<file path="src/rtl/axis_switch.sv">
// AXI4-Stream crossbar: S_COUNT inputs routed by tdest to M_COUNT outputs with per-output round-robin.
// Define AXIS_SWITCH_SKID_EN to build each output stage as a 2-entry skid buffer with registered ready.
module axis_switch #(
  parameter int S_COUNT    = 4,
  parameter int M_COUNT    = 1,
  parameter int DATA_WIDTH = 8,
  parameter int KEEP_WIDTH = DATA_WIDTH/8,
  parameter int ID_WIDTH   = 8,
  parameter int DEST_WIDTH = $clog2(M_COUNT+1),
  parameter int USER_WIDTH = 1,
  parameter logic [M_COUNT*DEST_WIDTH-1:0] M_BASE = '0,
  parameter logic [M_COUNT*DEST_WIDTH-1:0] M_TOP  = '1
) (
  input  logic                           clk,
  input  logic                           rst,
  input  logic [S_COUNT*DATA_WIDTH-1:0]  s_axis_tdata,
  input  logic [S_COUNT*KEEP_WIDTH-1:0]  s_axis_tkeep,
  input  logic [S_COUNT-1:0]             s_axis_tvalid,
  output logic [S_COUNT-1:0]             s_axis_tready,
  input  logic [S_COUNT-1:0]             s_axis_tlast,
  input  logic [S_COUNT*ID_WIDTH-1:0]    s_axis_tid,
  input  logic [S_COUNT*DEST_WIDTH-1:0]  s_axis_tdest,
  input  logic [S_COUNT*USER_WIDTH-1:0]  s_axis_tuser,
  output logic [M_COUNT*DATA_WIDTH-1:0]  m_axis_tdata,
  output logic [M_COUNT*KEEP_WIDTH-1:0]  m_axis_tkeep,
  output logic [M_COUNT-1:0]             m_axis_tvalid,
  input  logic [M_COUNT-1:0]             m_axis_tready,
  output logic [M_COUNT-1:0]             m_axis_tlast,
  output logic [M_COUNT*ID_WIDTH-1:0]    m_axis_tid,
  output logic [M_COUNT*DEST_WIDTH-1:0]  m_axis_tdest,
  output logic [M_COUNT*USER_WIDTH-1:0]  m_axis_tuser
);

  localparam int SEL_W    = (S_COUNT > 1) ? $clog2(S_COUNT) : 1;
  localparam int LAST_POS = ID_WIDTH + DEST_WIDTH + USER_WIDTH;
  localparam int PL_W     = DATA_WIDTH + KEEP_WIDTH + 1 + LAST_POS;

  function automatic logic in_range(input logic [DEST_WIDTH-1:0] d,
                                    input logic [DEST_WIDTH-1:0] lo,
                                    input logic [DEST_WIDTH-1:0] hi);
    return (d >= lo) && (d <= hi);
  endfunction

  logic [PL_W-1:0]    s_pl      [S_COUNT];
  logic [M_COUNT-1:0] route     [S_COUNT];
  logic [S_COUNT-1:0] no_match;
  logic [S_COUNT-1:0] busy;
  logic [S_COUNT-1:0] drop_act;

  logic [SEL_W-1:0]   grant_sel [M_COUNT];
  logic [SEL_W-1:0]   rr_ptr    [M_COUNT];
  logic [SEL_W-1:0]   win       [M_COUNT];
  logic [PL_W-1:0]    in_pl     [M_COUNT];
  logic [M_COUNT-1:0] grant_vld;
  logic [M_COUNT-1:0] any_req;
  logic [M_COUNT-1:0] stage_rdy;
  logic [M_COUNT-1:0] in_vld;
  logic [M_COUNT-1:0] in_acc;
  logic [M_COUNT-1:0] in_last;

  // Beat payload packed as {tdata, tkeep, tlast, tid, tdest, tuser}, all sliced with the same port index.
  for (genvar gi = 0; gi < S_COUNT; gi++) begin : g_in
    assign s_pl[gi] = {s_axis_tdata[gi*DATA_WIDTH +: DATA_WIDTH],
                       s_axis_tkeep[gi*KEEP_WIDTH +: KEEP_WIDTH],
                       s_axis_tlast[gi],
                       s_axis_tid[gi*ID_WIDTH +: ID_WIDTH],
                       s_axis_tdest[gi*DEST_WIDTH +: DEST_WIDTH],
                       s_axis_tuser[gi*USER_WIDTH +: USER_WIDTH]};
  end

  always_comb begin
    for (int i = 0; i < S_COUNT; i++) begin
      route[i]    = '0;
      no_match[i] = 1'b1;
      for (int j = 0; j < M_COUNT; j++) begin
        if (no_match[i] && in_range(s_axis_tdest[i*DEST_WIDTH +: DEST_WIDTH],
                                    M_BASE[j*DEST_WIDTH +: DEST_WIDTH],
                                    M_TOP[j*DEST_WIDTH +: DEST_WIDTH])) begin
          route[i][j] = 1'b1;
          no_match[i] = 1'b0;
        end
      end
    end
  end

  // An input holding any grant is mid-frame; its later tdest values must not raise new requests.
  always_comb begin
    busy = '0;
    for (int j = 0; j < M_COUNT; j++)
      for (int i = 0; i < S_COUNT; i++)
        if (grant_vld[j] && grant_sel[j] == SEL_W'(i)) busy[i] = 1'b1;
  end

  always_comb begin
    logic [SEL_W-1:0] idx;
    idx = '0;
    for (int j = 0; j < M_COUNT; j++) begin
      any_req[j] = 1'b0;
      win[j]     = '0;
      for (int off = 0; off < S_COUNT; off++) begin
        idx = SEL_W'((int'(rr_ptr[j]) + off) % S_COUNT);
        if (!any_req[j] && s_axis_tvalid[idx] && !busy[idx] && !drop_act[idx] && route[idx][j]) begin
          any_req[j] = 1'b1;
          win[j]     = idx;
        end
      end
    end
  end

  always_comb begin
    for (int j = 0; j < M_COUNT; j++) begin
      in_pl[j]   = s_pl[grant_sel[j]];
      in_vld[j]  = grant_vld[j] && s_axis_tvalid[grant_sel[j]];
      in_acc[j]  = in_vld[j] && stage_rdy[j];
      in_last[j] = in_pl[j][LAST_POS];
    end
  end

  always_comb begin
    for (int i = 0; i < S_COUNT; i++) begin
      s_axis_tready[i] = drop_act[i] || (s_axis_tvalid[i] && !busy[i] && no_match[i]);
      for (int j = 0; j < M_COUNT; j++)
        if (grant_vld[j] && grant_sel[j] == SEL_W'(i) && stage_rdy[j]) s_axis_tready[i] = 1'b1;
    end
  end

  // Arbitration stage: grant registered at the edge, released by the accepted tlast beat.
  always_ff @(posedge clk or negedge rst) begin
    if (!rst) begin
      grant_vld <= '0;
      for (int j = 0; j < M_COUNT; j++) begin
        grant_sel[j] <= '0;
        rr_ptr[j]    <= '0;
      end
    end else begin
      for (int j = 0; j < M_COUNT; j++) begin
        if (!grant_vld[j]) begin
          if (any_req[j]) begin
            grant_vld[j] <= 1'b1;
            grant_sel[j] <= win[j];
            rr_ptr[j]    <= SEL_W'((int'(win[j]) + 1) % S_COUNT);
          end
        end else if (in_acc[j] && in_last[j]) begin
          grant_vld[j] <= 1'b0;
        end
      end
    end
  end

  // Unroutable frames are swallowed beat by beat until their tlast.
  always_ff @(posedge clk or negedge rst) begin
    if (!rst) begin
      drop_act <= '0;
    end else begin
      for (int i = 0; i < S_COUNT; i++) begin
        if (drop_act[i]) begin
          if (s_axis_tvalid[i] && s_axis_tlast[i]) drop_act[i] <= 1'b0;
        end else if (s_axis_tvalid[i] && !busy[i] && no_match[i] && !s_axis_tlast[i]) begin
          drop_act[i] <= 1'b1;
        end
      end
    end
  end

  for (genvar gj = 0; gj < M_COUNT; gj++) begin : g_out
    logic [PL_W-1:0] out_pl;
    logic            out_vld;

`ifdef AXIS_SWITCH_SKID_EN
    logic [PL_W-1:0] skid_pl;
    logic            skid_vld;
    logic            rdy_r;
    logic            pop;
    logic            nxt_out_vld;
    logic            nxt_skid_vld;

    assign stage_rdy[gj] = rdy_r;

    always_comb begin
      pop          = out_vld && m_axis_tready[gj];
      nxt_out_vld  = out_vld;
      nxt_skid_vld = skid_vld;
      if (!out_vld) begin
        nxt_out_vld = in_acc[gj];
      end else if (pop) begin
        if (skid_vld) nxt_skid_vld = in_acc[gj];
        else          nxt_out_vld  = in_acc[gj];
      end else if (in_acc[gj]) begin
        nxt_skid_vld = 1'b1;
      end
    end

    // Output stage: head register plus skid entry; ready only drops once both are full.
    always_ff @(posedge clk or negedge rst) begin
      if (!rst) begin
        out_vld  <= 1'b0;
        skid_vld <= 1'b0;
        rdy_r    <= 1'b1;
        out_pl   <= '0;
        skid_pl  <= '0;
      end else begin
        out_vld  <= nxt_out_vld;
        skid_vld <= nxt_skid_vld;
        rdy_r    <= !(nxt_out_vld && nxt_skid_vld);
        if (!out_vld || (pop && !skid_vld)) begin
          if (in_acc[gj]) out_pl <= in_pl[gj];
        end else if (pop) begin
          out_pl <= skid_pl;
          if (in_acc[gj]) skid_pl <= in_pl[gj];
        end else if (in_acc[gj]) begin
          skid_pl <= in_pl[gj];
        end
      end
    end
`else
    assign stage_rdy[gj] = m_axis_tready[gj] || !out_vld;

    // Output stage: single register slice, refilled whenever the current beat leaves.
    always_ff @(posedge clk or negedge rst) begin
      if (!rst) begin
        out_vld <= 1'b0;
        out_pl  <= '0;
      end else if (stage_rdy[gj]) begin
        out_vld <= in_acc[gj];
        if (in_acc[gj]) out_pl <= in_pl[gj];
      end
    end
`endif

    assign m_axis_tvalid[gj]                          = out_vld;
    assign m_axis_tuser[gj*USER_WIDTH +: USER_WIDTH]  = out_pl[0 +: USER_WIDTH];
    assign m_axis_tdest[gj*DEST_WIDTH +: DEST_WIDTH]  = out_pl[USER_WIDTH +: DEST_WIDTH];
    assign m_axis_tid[gj*ID_WIDTH +: ID_WIDTH]        = out_pl[USER_WIDTH+DEST_WIDTH +: ID_WIDTH];
    assign m_axis_tlast[gj]                           = out_pl[LAST_POS];
    assign m_axis_tkeep[gj*KEEP_WIDTH +: KEEP_WIDTH]  = out_pl[LAST_POS+1 +: KEEP_WIDTH];
    assign m_axis_tdata[gj*DATA_WIDTH +: DATA_WIDTH]  = out_pl[LAST_POS+1+KEEP_WIDTH +: DATA_WIDTH];
  end

endmodule

</file>
<file path="config.mk">
export PLATFORM = sky130hd
export DESIGN_NAME = axis_switch
export DESIGN_NICKNAME = d
export VERILOG_FILES = /design/src/rtl/axis_switch.sv
export SDC_FILE = /design/constraint.sdc
export NUM_CORES = 1
export LEC_CHECK = 0
export ABC_AREA = 0
export CORE_UTILIZATION = 63
export CTS_CLUSTER_DIAMETER = 80
export CTS_CLUSTER_SIZE = 16
export DETAILED_ROUTE_END_ITERATION = 10
export DONT_BUFFER_PORTS = 1
export GPL_TIMING_DRIVEN = 0
export PLACE_DENSITY = 0.83
export SYNTH_ARGS = -nofsm -noshare
export SYNTH_HDL_FRONTEND = slang
export SYNTH_SLANG_ARGS = --single-unit
</file>
<file path="constraint.sdc">
create_clock -name clk -period 2.3 [get_ports clk]
set_input_delay 0.23 -clock clk [delete_from_list [all_inputs] [get_ports clk]]
set_output_delay 0.23 -clock clk [all_outputs]
set_load 0.02 [all_outputs]
</file>
After elaboration in Yosys (flattened, before gate mapping). Index checks and enable logic that the tools add are counted.

Logic and storage cells: 191. Output and inout bits: 25. Register bits after elaboration: 30. Input port bits: 87.

Equal/unequal tests: 3. Muxes and demuxes: 80. Reductions and logical operators: 74. $lt $le $gt $ge: 18. $add $sub $neg: 4. Bitwise operators: 6.

Operators with widths (count): 1-bit 2-to-1 mux (56); 1-bit logical AND (46); 20-bit binary-select mux with 2-bit select (1); 20-bit 2-to-1 mux (2); 1-bit binary-select mux with 2-bit select (17); 1-bit zero test (20); 3-bit >= comparator, second input constant (5); 2-bit by 3-bit less-than comparator with 1-bit output, second input constant (5); 2-bit NOT with 3-bit output (5); 2-bit 2-to-1 mux (4); 1-bit logical OR (5); 2-bit by 1-bit adder with 2-bit output, second input constant (2); 2-bit adder, second input constant (2); 2-bit equality test, second input constant (2); 1-bit >= comparator, second input constant (4); 1-bit <= comparator, second input constant (4); 2-bit AND reduction (2); 2-bit by 1-bit equality test with 1-bit output, second input constant (1); 2-bit zero test (1); 1-bit NOT (1).

Depth between registers and ports, before layout.
Word-level depth: 30. Mapped depth: 8. Mapped depth without buffers: 6.

Worst setup path after synthesis. No wires, ideal clock.

Path kind: reg2reg. From: register grant_sel[0] (netlist name). To: register g_out[0].out_pl[0]. Path slack: 0.372 ns. Data required time: 2.172 ns. Cell stages (with the launch flop): 5. Buffers on the path: 2. Arrival time: 1.800 ns. Period minus slack after synthesis: 1.928 ns. Library setup time: 0.128 ns. Cells stage by stage: dfrtp_1 buf_6 clkbuf_1 mux4_2 mux2_1.

Longest elaborated chain between the ends: 5. Elaborated cells on any way between the ends: 9. Those cells by class: mux (5); bitwise (1); reduce/logical (3).

RTL lines: start, declared (line 50) `logic [SEL_W-1:0] grant_sel [M_COUNT];`; start signal, assigned by index (line 140) `grant_sel[j] <= win[j];`; 1-bit binary-select mux with 2-bit select (line 113) `in_vld[j] = grant_vld[j] && s_axis_tvalid[grant_sel[j]];`; 1-bit 2-to-1 mux (not written as such) (line 113); 1-bit logical AND (line 113); 1-bit logical AND (line 114) `in_acc[j] = in_vld[j] && stage_rdy[j];`; 2-bit AND reduction (no line); end signal, assigned (line 225) `if (in_acc[gj]) out_pl <= in_pl[gj];`; end, declared (line 166) `logic [PL_W-1:0] out_pl;`.

Several ways; a longest one is shown, not always the timed one. The select of a mux whose other input is x is not followed. A chain may end at the register's enable or synchronous reset.

Worst setup path in the final report.
From: register grant_sel[0] (netlist name). To: register g_out[0].out_pl[2].

The elaborated chain is that of the path after synthesis.

==> results.cfg <==
[run_status]
status = finished, violations left
violations = DRC

[setup_path]
endpoint_kind = flop
path_class = flop to flop
cp_slowest_stage_delay_ps = 620
cp_slowest_cell = clkbuf_1
path_cells = buf_6 > clkbuf_1 > mux4_2 > mux2_1
crit_family = multiplexers
worst-endpoint-arrival_ps = 2370
cp_max_fo = 10
crit_buf_inv = 2
crit_required_ps = 2520
startpoint_type = flop

[finish]
num-fill-cells = 191
antenna-diode-count = 0
regArea_um2 = 751
area_growth_pct = 10.7
finalNetCount = 251
drive_gt1_frac = 0.329
final_area_um2 = 2180
final_cells = 195
multi_input_area_um2 = 1150

[cts]
postCtsSetupBuffers = 0
holdBufCountCts = 8
tritoncts = yes
clock_latency_ps = 340
ctsResizeCount = 0
cts_buffer_depth = 2
cts_buffers = 5
cts_root_buffer = clkbuf_4
path_clk_slew_ps = 90
h-tree-depth = 2
cts.sinks = 30

[timing]
period_needed_ps = 2150
tightest_slew_ps = 801
slew_headroom = 0.466
fmax_mhz = 465
rsz0062_at_grt = false
skew_ps = 13.8
final_hold_viol_count = 0
final.setup.tns_ps = 0
finalMaxSlewViolations = 0
fin_crit_sh = 0.935
setup-violations-final = 0

[logic_synthesis]
synth_nets = 236
ys_async_sr_fraction = 1.00
netlist-cell-type-count = 42
synthesis.instances = 149
syn_area_um2 = 1970
synth-seq-cells = 30
yosysWarnings = 0
yosysSeqAreaShare = 0.381
syn_avg_cell_area_um2 = 13.2
synth-main-ff-cell = dfrtp_1
synth_edf_count = 0

[floorplanning]
num_rows = 19
core_um2 = 2850
pin_count = 112
start_util = 0.691
die-height_um = 57.9
fp.dieW_um = 57.9
dieArea_um2 = 3360

[placement]
place_area_um2 = 2010
gp_congestion = 0.878
io_buffers = 0
dp_hpwl_mm = 3.63
place_inst = 180

[route]
wl_per_cell_um = 24.1
drtAntennaViolNets = 0
viasPerCell = 7.22
vias = 1407
wl_mm = 4.71
dr.pass1.iters = 7
drc = 6
drt_iter0_markers = 67

[global_routing]
antenna_found_initial = 0
grt_use_total = 0.296
grt_pass1_wl_mm = 7.11
overflow = 0
grt_pass1_vias = 1436
grt_max_degree = 31

[pwr]
finalPower_mw = 3.30
p_leak_nw = 0.870
irDropWorstVdd_uv = 897
p_per_area_nw_per_um2 = 1510

[worst_hold_path]
hold_path.class = input pin to flop

[flow_run]
maxCapViolCount = 0
## cells in the mapped netlist (all sizes together), types with 2 or more instances
library cell	count	area share
a21oi	3	0.0076
o21bai	4	0.015
inv	2	0.0038
nor2b	3	0.0095
nand2b	5	0.016
nand3b	2	0.0076
and3b	3	0.013
nand3	4	0.010
mux2	21	0.12
dfrtp	30	0.38
or3	2	0.0063
mux4	21	0.24
nand4	2	0.0063
buf	5	0.018
a21boi	4	0.015
clkbuf	6	0.011
mux2i	2	0.010
nand2	8	0.017
nor2	2	0.0038
a31oi	2	0.0063
## where the power goes
part	internal (mW)	switching [mW]
Clock	0.253	0.193
Sequential	0.772	0.423
Combinational	0.884	0.780
## routing by layer
layer / vias to the layer above / global-route usage / wire, um
met5: - / 0 / 0
li1: 618 / - / -
met2: 101 / 0.532 / 2620
met4: 0 / 0.0850 / 50
met3: 7 / 0.0804 / 483
met1: 681 / 0.348 / 1560
## cell type report
class	instances	share of cell area
multi-input combinational	106	0.529
sequential	30	0.344
timing repair buffer	8	0.0413
buffer	11	0.0269
clock buffer	6	0.0235
tap	31	0.0178
clock inverter	1	0.0138
inverter	2	0.00344
## flip-flops by register name, indices dropped and copies added, names as in the netlist, named ones only
register and flops:
rr_ptr 1, grant_vld 1, drop_act 4, grant_sel 2
m_axis_tvalid 1, g_out.out_pl 20
## placed cells by master, fill, tap and decap left out, drive strengths merged, types with 3 or more instances in the layout
| cell type | instances |
|---|---|
| clkbuf | 12 |
| nand2 | 8 |
| mux2 | 21 |
| nand3 | 4 |
| nand2b | 5 |
| dlygate4sd3 | 7 |
| and3b | 3 |
| a21boi | 4 |
| dfrtp | 30 |
| mux4 | 21 |
| buf | 6 |
| o21bai | 4 |
| a21oi | 3 |
| nor2b | 3 |
## final timing paths
check	startpoint	to	slack (ps)	depth (start not counted)
setup / recovery	grant_sel[0]$_DFFE_PN0P_	g_out[0].out_pl[2]$_DFFE_PN0P_	150	4
hold / removal	s_axis_tlast[3]	drop_act[3]$_DFF_PN0_	2	1
setup reg to reg	grant_sel[0]$_DFFE_PN0P_	g_out[0].out_pl[2]$_DFFE_PN0P_	150	4
hold reg to reg	drop_act[3]$_DFF_PN0_	drop_act[3]$_DFF_PN0_	560	1
max in group asynchronous	rst	drop_act[1]$_DFF_PN0_	1810	2
min in group asynchronous	rst	async pin	310	2
## kinds of logic after synthesis
kind of cell	synth area share
compound gates	0.102
xor+xnor	0.00888
buf+inv	0.0336
flops	0.381
mux	0.370
simple gates	0.105
## stage by stage
step	hold WS, ps	utilization	setup slack (ps)
after floorplan	-65.6	-	372
after global placement	-65.1	0.705	251
after detailed placement	-64.9	0.705	157
after CTS	0.692	0.765	132
after global routing	0.814	0.765	18.5
final	2.48	0.765	150
## worst register-to-register path, stage by stage (launching register included)
cell,delay [ps]
dfrtp_1,360
buf_6,140
clkbuf_1,620
mux4_2,610
mux2_1,300
(Power assumes the default switching activity.)
